### src/rtl/registered_mux_nto1.sv
// M-input, N-bit multiplexer with one output register stage,
// stall/flush control and out-of-range selector tracking.
module registered_mux_nto1 #(
  parameter  int N     = 32,
  parameter  int M     = 4,
  parameter  int CNT_W = 8,
  localparam int SEL_W = $clog2(M)
) (
  input  logic             clk,
  input  logic             reset,
  input  logic             Valid_In,
  input  logic             Stall,
  input  logic             Flush,
  input  logic             Err_Clear,
  input  logic [SEL_W-1:0] Selector,
  input  logic [M*N-1:0]   MUX_Data,
  output logic [N-1:0]     MUX_Output,
  output logic             Valid_Out,
  output logic             Sel_Error,
  output logic [CNT_W-1:0] Error_Count
);

  logic [N-1:0]     w_sel_data;
  logic             w_in_range;
  logic             w_capture;
  logic             w_oor;

  logic [N-1:0]     r_out;
  logic             r_vld;
  logic             r_err;
  logic [CNT_W-1:0] r_cnt;

  // Decode by equality so an illegal index never forms an out-of-range slice;
  // for power-of-two M every code hits and the range check folds away.
  always_comb begin
    w_sel_data = '0;
    w_in_range = 1'b0;
    for (int k = 0; k < M; k++) begin
      if (Selector == SEL_W'(k)) begin
        w_sel_data = MUX_Data[k*N +: N];
        w_in_range = 1'b1;
      end
    end
  end

  assign w_capture = !Flush && !Stall;
  assign w_oor     = w_capture && Valid_In && !w_in_range;

  always_ff @(posedge clk or posedge reset) begin
    if (reset) begin
      r_out <= '0;
      r_vld <= 1'b0;
    end else if (Flush) begin
      r_out <= '0;
      r_vld <= 1'b0;
    end else if (!Stall) begin
      r_out <= w_sel_data;
      r_vld <= Valid_In;
    end
  end

  always_ff @(posedge clk or posedge reset) begin
    if (reset) begin
      r_err <= 1'b0;
      r_cnt <= '0;
    end else if (Err_Clear) begin
      r_err <= 1'b0;
      r_cnt <= '0;
    end else if (w_oor) begin
      r_err <= 1'b1;
      if (r_cnt != '1)
        r_cnt <= r_cnt + 1'b1;
    end
  end

  assign MUX_Output  = r_out;
  assign Valid_Out   = r_vld;
  assign Sel_Error   = r_err;
  assign Error_Count = r_cnt;

endmodule

### config.mk
export PLATFORM = sky130hd
export DESIGN_NAME = registered_mux_nto1
export DESIGN_NICKNAME = d
export VERILOG_FILES = /design/src/rtl/registered_mux_nto1.sv
export SDC_FILE = /design/constraint.sdc
export NUM_CORES = 1
export LEC_CHECK = 0
export ABC_AREA = 0
export ABC_CLOCK_PERIOD_IN_PS = 1500
export CAP_MARGIN = 30
export CORE_MARGIN = 2
export CORE_UTILIZATION = 33
export DETAILED_ROUTE_END_ITERATION = 8
export PLACE_DENSITY = 0.8
export SLEW_MARGIN = 20
export SYNTH_ARGS = -nofsm -noshare
export SYNTH_HDL_FRONTEND = slang
export SYNTH_SLANG_ARGS = --single-unit
### constraint.sdc
create_clock -name clk -period 1.5 [get_ports clk]
set_input_delay 0.3 -clock clk [delete_from_list [all_inputs] [get_ports clk]]
set_output_delay 0.3 -clock clk [all_outputs]
set_load 0.02 [all_outputs]
==> impl_results.md <==
- Total CTS buffers: 5
- RSZ-0062 raised after global routing: false
- Power Density: 641.8 mW/mm2
- Worst skew pair latency: 0.29 ns
- Fin. Hold Viols: 0
- Sw Share: between 20% and 30%
- Initial antenna violation count: 1
- Synth area leader: dfrtp_1
- Drt total wl: slightly above 8000 um
- GR Util All Layers: 18.45%
- # DRC: 0
- WP data required: 1.70 ns
- DRT antenna net count: 0
- Worst vdd ir: 0.3116 mV
- IO buf count: between 150 and 200
- Worst Clk Skew: 0 ns
- Fin util: 59.33%
- DIE WIDTH: 93.68 um
- RD Place Congestion: around 0.74
- Worst hold-check path type: in -> async
- Routed WL per cell: ~17 um
- Site row count: 32
- Layout area overhead: 73.64%
- Initial Util: 34.17%
- Largest cells by area after synthesis: dfrtp_1 (40%), mux2i_1 (25%), o221ai_2 (17%), nand3b_1 (9.1%), buf_12 (2.3%)
- Buf/Inv on CP: 2
- Mean Syn Cell Area: 12.88 um2
- Crit end category: flop
- Clock power share: 25.9%
- First-pass GRT wire length: 12,710 um
- Placed Cells: 474
- Sink Count: 42
- Share of the synthesized area in the top cell type: 39.60%
- Leak: 2.118 nW
- Final min period: 1.371 ns
- Die area: 0.008775 mm2
- # nets final: between 500 and 600
- Critical Path Max Stage Delay: 0.46 ns
- Mapped Nets: 342
- CP max-delay cell: clkdlybuf4s50_1
- Ratio of cells with drive above 1 in the final layout: 14.17%
- Yosys warns: 0
- Power Internal: 2.128 mW
- CP max FO: 16
- DIE HEIGHT: roughly 94 um
- Sw power: 0.8294 mW
- Slew at the pin with the worst max-slew slack: 0.3020 ns
- Worst hold slack: 0.3532 ns
- Cells after Synth: 206
- CTS Hold Buffers Added: 0
- Worst rel slew slack: 79.80%
- Max-slew violations: 0
- Register share of total power: 41.7%
- Cell Area, Synth: about 0.0027 mm2
- Pin count of the biggest net entering global routing: 43
- Sequential area share after synthesis: 39.60%
- Setup-failing EPs final: 0
- Top cell family by delay on the critical path: buffers and inverters
- Filler Cells Inserted: 660
- Post-DP HPWL: roughly 6200 um
- DR vias: 2,385
- CTS tree: built
- Max cap viols: 0
- Max Fclk: 729.6 MHz
- WS Path Type: in -> reg
- Final Cell Area: 0.004608 mm2
- Critical Path Start: Selector[1]
- Startpoint types: primary input
- Routed vias/inst: 4.928
- Tcrit/Tclk final: 91.37%
- Worst R2R Start: MUX_Output[15]
- Core area: 0.007767 mm2
- Congestion Overflow GR: 0
- Cell variety after synth: 14
- Cell breakdown of the critical path: clkdlybuf4s50_1, or3b_4, buf_12, o221ai_1
- WP data arrival: 1.57 ns
- I/O Pins: between 150 and 200
- Placed Area: 0.004532 mm2
- Comb pwr share: 32.4%
- Vias in the first global route: 2,564
- Clock Tree Root: clkbuf_8
- Maximum clock insertion buffer count: 2
- Pre-CTS setup slack: -0.3345 ns
- Yosys reg bits: between 40 and 50
- Final worst setup slack: 0.1294 ns
- TritonRoute pass-1 iters: 4
- Run status: finished clean
- Non-Filler Instances: ~480
- DRT iter0 DRCs: 94
- CTS clk-pin slew, worst paths: 0.08 ns
- H-tree levels: 2
final timing paths:
path	endpoint	slack, ns	depth (start not counted)
max in group asynchronous	MUX_Output[8]	0.94	3
setup / recovery	MUX_Output[14]	0.13	4
hold / removal	MUX_Output[24]	0.35	3
hold reg to reg	Error_Count[5]	0.50	1
setup reg to reg	MUX_Output[15]	0.79	2
min in group clk	Error_Count[5]	0.50	1
flip-flops by register name, indices dropped and copies added, names as in the netlist:
signal / flops
Valid_Out: 1
Sel_Error: 1
MUX_Output: 32
Error_Count: 8
per-stage QoR:
step / total power, mW / setup TNS [ns]
6_report: 2.957 / 0
5_1_grt: 3.114 / 0
4_1_cts: 3.005 / 0
3_5_place_dp: 2.267 / -9.791
3_3_place_gp: 2.251 / -9.262
2_1_floorplan: 1.684 / 0
layout make-up:
class                   count  area (um2)  area share [%]
diodes                      1       2.502         0.05430
clock buffers               6       82.58           1.792
clock inverters             2       12.51          0.2715
inverters                   1       3.754         0.08146
multi-input cells         141        1438           31.20
flip-flops and latches     42        1051           22.81
well taps                 102       127.6           2.769
repair buffers            189        1891           41.03
tightest hold or removal path, cell delays in order:
cell and delay [ns]:
clkdlybuf4s50_1 0.41, inv_2 0.07, buf_12 0.23
placed cells by master (no fill, tap or decap):
cell type | netlist | final
clkinv_2 | 0 | 1
buf_12 | 3 | 5
buf_16 | 0 | 1
buf_4 | 0 | 7
clkbuf_8 | 0 | 6
nor2b_1 | 9 | 9
dlygate4sd2_1 | 0 | 43
diode_2 | 0 | 1
or3_2 | 0 | 1
inv_2 | 0 | 1
or3b_4 | 0 | 1
dfrtp_1 | 42 | 42
o221ai_2 | 30 | 30
nor2_1 | 1 | 1
clkinvlp_4 | 0 | 1
dlymetal6s2s_1 | 0 | 1
o221ai_1 | 2 | 2
nand3b_1 | 32 | 32
clkdlybuf4s50_1 | 0 | 132
mux2i_1 | 65 | 65
cell usage after synthesis (all sizes together):
master and instances:
o221ai 32, nor2b 9, dfrtp 42, nor2 1, or3b 1, buf 15, mux2i 65, inv 1
or3 1, clkbuf 7, nand3b 32
timing repair:
item,CTS,global route
buffers inserted,0,0
cloned,1,0
setup endpoints to repair,47,16
gates resized for setup,44,2
cells by family (layout without fill, tap and decap cells):
kind of cell | count (synthesis) | count (layout) | share of synthesized area, %
multiplexers | 65 | 65 | 24.52
AND/OR/NAND/NOR | 44 | 44 | 11.88
flip-flops | 42 | 42 | 39.60
AO/OA/AOI/OAI | 32 | 32 | 17.63
buffers and inverters | 23 | 198 | 6.365
other | 0 | 1 | 0
power groups by stage:
stage          clock network, mW  registers [mW]  logic (mW)
4_1_cts                    0.796            1.23       0.976
5_1_grt                    0.845            1.24        1.03
6_report                   0.767            1.23       0.958
3_3_place_gp                   0            1.26       0.995
2_1_floorplan                  0            1.34       0.348
3_5_place_dp                   0            1.26        1.01
routing by layer:
metal | vias to the layer above | wire length, um | track usage, %
met1 | 1128 | 3287 | 22.58
met5 | - | 0 | 0
li1 | 1147 | - | -
met3 | 2 | 713 | 5.377
met4 | 0 | 33 | 3.623
met2 | 108 | 4022 | 32.43
Power figures use the tool's default switching activity.
